==> config.mk <==
export PLATFORM = sky130hd
export DESIGN_NAME = gpio_port
export DESIGN_NICKNAME = d
export VERILOG_FILES = /design/src/rtl/gpio_port.sv
export SDC_FILE = /design/constraint.sdc
export NUM_CORES = 1
export LEC_CHECK = 0
export BUFFER_PORTS_ARGS = -buffer_cell sky130_fd_sc_hd__buf_2
export CORE_UTILIZATION = 30
export DETAILED_ROUTE_END_ITERATION = 6
export GPL_TIMING_DRIVEN = 1
export PLACE_DENSITY = 0.46
export SLEW_MARGIN = 20
export SYNTH_ARGS = -nofsm -noshare
export SYNTH_HDL_FRONTEND = slang
export SYNTH_SLANG_ARGS = --single-unit
==> constraint.sdc <==
create_clock -name clk -period 3.07 [get_ports clk]
set_clock_uncertainty 0.1 [all_clocks]
set_input_delay 0.1535 -clock clk [delete_from_list [all_inputs] [get_ports clk]]
set_output_delay 0.1535 -clock clk [all_outputs]
set_load 0.1 [all_outputs]
==> src/rtl/gpio_port.sv <==
// Parametrised bidirectional GPIO bank: per-pin direction, synchronised inputs,
// atomic set/clear of the output register and rise/fall edge interrupts.
module gpio_port #(
    parameter int               WIDTH       = 8,
    parameter int               SYNC_STAGES = 2,
    parameter logic [WIDTH-1:0] OUT_RESET   = '0,
    parameter logic [WIDTH-1:0] OE_RESET    = '0
) (
    input  logic             clk,
    input  logic             rst,
    input  logic             sel,
    input  logic             we,
    input  logic [2:0]       addr,
    input  logic [31:0]      wdata,
    output logic [31:0]      rdata,
    output logic             rvalid,
    input  logic [WIDTH-1:0] gpio_i,
    output logic [WIDTH-1:0] gpio_o,
    output logic [WIDTH-1:0] gpio_oe,
    output logic             irq
);

    localparam logic [2:0] ADDR_OUT     = 3'd0;
    localparam logic [2:0] ADDR_OE      = 3'd1;
    localparam logic [2:0] ADDR_IN      = 3'd2;
    localparam logic [2:0] ADDR_OUT_SET = 3'd3;
    localparam logic [2:0] ADDR_OUT_CLR = 3'd4;
    localparam logic [2:0] ADDR_RISE_EN = 3'd5;
    localparam logic [2:0] ADDR_FALL_EN = 3'd6;
    localparam logic [2:0] ADDR_STATUS  = 3'd7;

    localparam int ARM_MAX = SYNC_STAGES + 1;
    localparam int ARM_W   = $clog2(ARM_MAX + 1);

    logic [WIDTH-1:0] r_out;
    logic [WIDTH-1:0] r_oe;
    logic [WIDTH-1:0] r_rise_en;
    logic [WIDTH-1:0] r_fall_en;
    logic [WIDTH-1:0] r_status;
    logic [WIDTH-1:0] r_prev;
    logic [WIDTH-1:0] r_sync [SYNC_STAGES];
    logic [ARM_W-1:0] r_arm;
    logic [31:0]      r_rdata;
    logic             r_rvalid;
    logic             r_irq;

    logic             w_wr;
    logic             w_rd;
    logic [WIDTH-1:0] w_wdata;
    logic [WIDTH-1:0] w_in;
    logic             w_armed;
    logic [WIDTH-1:0] w_rise;
    logic [WIDTH-1:0] w_fall;
    logic [WIDTH-1:0] w_event;
    logic [WIDTH-1:0] w_clr;
    logic [WIDTH-1:0] w_status_nxt;
    logic [31:0]      w_rd_data;

    // Bus handshake: sel qualifies an access. sel&we writes at this clock edge;
    // sel&~we latches rdata and pulses rvalid for exactly one cycle. The slave
    // never stalls, so every access is accepted on the cycle it is presented.
    assign w_wr    = sel & we;
    assign w_rd    = sel & ~we;
    assign w_wdata = wdata[WIDTH-1:0];

    generate
        if (WIDTH < 32) begin : g_unused_hi
            logic w_unused_hi;
            assign w_unused_hi = ^wdata[31:WIDTH];
        end
    endgenerate

    always_ff @(posedge clk or negedge rst) begin
        if (!rst) begin
            for (int i = 0; i < SYNC_STAGES; i++) begin
                r_sync[i] <= '0;
            end
            r_prev <= '0;
        end else begin
            r_sync[0] <= gpio_i;
            for (int i = 1; i < SYNC_STAGES; i++) begin
                r_sync[i] <= r_sync[i-1];
            end
            r_prev <= w_in;
        end
    end

    assign w_in = r_sync[SYNC_STAGES-1];

    // Edges stay masked until the chain has flushed the reset zeros, so pins
    // that are already high when reset releases do not look like rising edges.
    always_ff @(posedge clk or negedge rst) begin
        if (!rst) begin
            r_arm <= '0;
        end else if (!w_armed) begin
            r_arm <= r_arm + 1'b1;
        end
    end

    assign w_armed = (r_arm == ARM_W'(ARM_MAX));
    assign w_rise  = w_in & ~r_prev;
    assign w_fall  = ~w_in & r_prev;
    assign w_event = w_armed ? ((w_rise & r_rise_en) | (w_fall & r_fall_en)) : '0;

    always_ff @(posedge clk or negedge rst) begin
        if (!rst) begin
            r_out     <= OUT_RESET;
            r_oe      <= OE_RESET;
            r_rise_en <= '0;
            r_fall_en <= '0;
        end else if (w_wr) begin
            case (addr)
                ADDR_OUT:     r_out     <= w_wdata;
                ADDR_OE:      r_oe      <= w_wdata;
                ADDR_OUT_SET: r_out     <= r_out | w_wdata;
                ADDR_OUT_CLR: r_out     <= r_out & ~w_wdata;
                ADDR_RISE_EN: r_rise_en <= w_wdata;
                ADDR_FALL_EN: r_fall_en <= w_wdata;
                default:      ;
            endcase
        end
    end

    // A new edge in the same cycle as a W1C clear wins: the set term is OR-ed last.
    assign w_clr        = (w_wr && (addr == ADDR_STATUS)) ? w_wdata : '0;
    assign w_status_nxt = (r_status & ~w_clr) | w_event;

    always_ff @(posedge clk or negedge rst) begin
        if (!rst) begin
            r_status <= '0;
            r_irq    <= 1'b0;
        end else begin
            r_status <= w_status_nxt;
            r_irq    <= |w_status_nxt;
        end
    end

    always_comb begin
        w_rd_data = '0;
        case (addr)
            ADDR_OUT, ADDR_OUT_SET, ADDR_OUT_CLR: w_rd_data[WIDTH-1:0] = r_out;
            ADDR_OE:      w_rd_data[WIDTH-1:0] = r_oe;
            ADDR_IN:      w_rd_data[WIDTH-1:0] = w_in;
            ADDR_RISE_EN: w_rd_data[WIDTH-1:0] = r_rise_en;
            ADDR_FALL_EN: w_rd_data[WIDTH-1:0] = r_fall_en;
            ADDR_STATUS:  w_rd_data[WIDTH-1:0] = r_status;
            default:      w_rd_data = '0;
        endcase
    end

    always_ff @(posedge clk or negedge rst) begin
        if (!rst) begin
            r_rdata  <= '0;
            r_rvalid <= 1'b0;
        end else begin
            r_rvalid <= w_rd;
            if (w_rd) begin
                r_rdata <= w_rd_data;
            end
        end
    end

    assign rdata   = r_rdata;
    assign rvalid  = r_rvalid;
    assign gpio_o  = r_out;
    assign gpio_oe = r_oe;
    assign irq     = r_irq;

endmodule

==> reports/metrics.cfg <==
[cts]
clock_path_buffers=2
clock-sinks=76
numCtsBuffers=9
clock_latency_ns=0.33
cts_tree=yes
h-tree-depth=3
clk_pin_slew_worst_paths_ns=0.06
root_buffer=clkbuf_16
ctsHoldBuffers=9
ctsResizeCount=0
cts_setup_buffers=0

[placement]
dp_cells=503
dpl.hpwl_um=5820
portBuffers=48
gp_congestion=0.742
dpl_cell_area_mm2=0.00397

[sta]
tightest_slew_ns=0.537
finalCriticalPeriod_ns=1.89
max_freq_ghz=0.530
setup_viol=0
slew_headroom_pct=63.3
slew_violations=0
rsz0062_at_grt=false
final.period_utilization_pct=61.5
fin_tns_setup_ns=0
finalHoldViolCount=0

[drt]
firstDrtPassIters=4
totalWireLength_um=8490
final_antenna_net_count=0
wl_per_cell_um=16.0
drc=0
drtIter0Drc=128
drt-vias-per-instance=4.84
vias=2563

[power]
p_total_mw=3.59
internal_power_mw=2.11
vdd_drop_max_uv=247
power_leakage_nw=1.99
p_per_area_mw_per_mm2=817
swShare_pct=41.3
p_sw_mw=1.48
power.share.clock_pct=30.4
pwr-share-comb_pct=33.6
seq_power_share_pct=36.0

[floorplanning]
die_h_um=113
die-area_mm2=0.0128
placementRows=40
core-area_mm2=0.0120
start_util_pct=30.8
io_pins=97
die_width_um=113

[worst_setup_path]
cp-startpoint=r_arm[0]
crit_slowest_cell=a2111oi_0
worstPathCellList=ha_1, a21boi_0, a2111oi_0, nand4_1
worstPathBufferInverterCount=0
required_ns=3.15
critical-path-max-stage-delay_ns=0.45
critPathMaxFanout=14
cp-end-kind=flip-flop
critPathArrivalTime_ns=1.97
timing.rr.start=r_arm[0]
crit_family=compound AO/OA/AOI/OAI gates
crit_path_start_kind=flip-flop
r2r_slack_ns=1.18
criticalPathCategory=flip-flop to flip-flop

[synth]
ys_types=44
syn-mean-instance-area_um2=11.4
yosysTopAreaCellShare_pct=51.4
synth_flop_cell=dfrtp_1
synth_warnings=0
async_reset_ff_share_pct=100
yosys_register_bits=76
yosysTopAreaCell=dfrtp_1
synth_area_leaders=dfrtp_1 (51%), mux2_1 (6.1%), buf_4 (5.5%)
synth.yosys.seq_area_share_pct=51.4
synth_area_mm2=0.00370
syn_inst=324
synth-edff-count=0

[cells_and_area]
syn_to_final_growth_pct=18.7
fin_nets=425
fin_area_mm2=0.00439
utilization_pct=36.6
stdcell_count=529
diodes=0
final_layout_size_suffix_gt1_share_pct=22.3

[min_path]
hold_path.class=input port to flip-flop
hp-start=wdata[6]

[status]
outcome=finished, final reports clean

[global_route]
grt_overflow_total=0
grt_pass1_vias=2473
track_usage_pct=14.3
grt_pass1_wl_um=13700
antenna_found_initial=0
grt_max_degree=77

[job]
cap_violations=0

==> cells by family (layout without fill, tap and decap cells) <==
logic type	after synthesis	after routing	share of synthesized area [%]
AOI/OAI and AO/OA	88	88	17.5
DFF	76	76	51.4
and+or+nand+nor	70	70	10.6
buffers and inverters	52	87	8.45
muxes	35	35	11.4
adders and majority gates	1	1	0.338
other	1	24	0.101
xor gates and xnor gates	1	1	0.237
==> cells in the mapped netlist (3+ instances only) <==
library cell and n:
a2111oi_0 4, a211oi_1 4, a21boi_0 4, a21o_1 4
a21oi_1 4, a221o_1 12, a22o_1 10, a31oi_1 8
and3b_1 3, buf_2 7, buf_4 27, clkbuf_1 6
dfrtp_1 76, inv_1 9, mux2_1 20, mux2_2 5
mux2_4 8, nand2_1 18, nand3b_1 13, nor2_1 15
nor3_1 4, o21a_1 8, o21ai_0 8, o21ai_1 8
o22ai_1 8, or2_1 4, or3b_1 3
==> worst reg2reg max path, stage by stage, from the launching register on <==
cell and delay [ns]:
dfrtp_1 0.40, ha_1 0.39, a21boi_0 0.22, a2111oi_0 0.45, nand4_1 0.18
==> final cells by class <==
type	count	area (um^2)
inverters	9	33.8
repair buffers	62	390
well taps	147	184
fillers	1222	7620
flip-flops and latches	76	1900
clock buffers	11	253
clock inverters	5	57.6
multi-input cells	219	1570
==> flip-flops by register name, summed over array words and instances, names as in the netlist <==
register and flops:
rdata 8, w_in 8, r_status 8, rvalid 1, gpio_oe 8, r_prev 8, r_arm 2, irq 1
r_rise_en 8, r_fall_en 8, gpio_o 8, r_sync 8
==> cell usage in the layout, fill, tap and decap left out, types with 10 or more instances in the layout <==
cell      instances
a221o_1          12
a22o_1           10
buf_2            47
conb_1           24
dfrtp_1          76
mux2_1           20
nand2_1          18
nand3b_1         13
nor2_1           15
==> per-layer routing <==
metal | vias to the layer above | wire [um] | track usage [%]
met1 | 1252 | 4420 | 20.7
met3 | 8 | 246 | 2.62
met2 | 60 | 3690 | 20.5
met5 | - | 0 | 0
li1 | 1243 | - | -
met4 | 0 | 133 | 6.58
==> per-stage QoR <==
stage          worst slack [ns]  hold slack (ns)
2_1_floorplan              1.16           -0.242
3_3_place_gp              0.954            0.162
3_5_place_dp              0.961            0.163
4_1_cts                    1.12           0.0559
5_1_grt                    1.07           0.0686
6_report                   1.18           0.0571
==> power by group through the flow <==
stage / registers, mW / logic, mW / clock network [mW]
after floorplan: 1.85 / 0.457 / 0
after global routing: 1.32 / 1.27 / 1.17
final: 1.29 / 1.21 / 1.09
after global placement: 1.31 / 1.19 / 0
after CTS: 1.29 / 1.21 / 1.13
after detailed placement: 1.31 / 1.20 / 0
==> final timing paths <==
path / cells after the start / end
min in group asynchronous: 2 / r_sync[12]
worst min register to register: 0 / w_in[5]
worst min-delay path: 2 / r_fall_en[6]
worst max-delay path: 4 / irq
worst max register to register: 4 / irq
max in group asynchronous: 3 / gpio_o[5]
No activity file was read; power rests on OpenSTA's default activity.
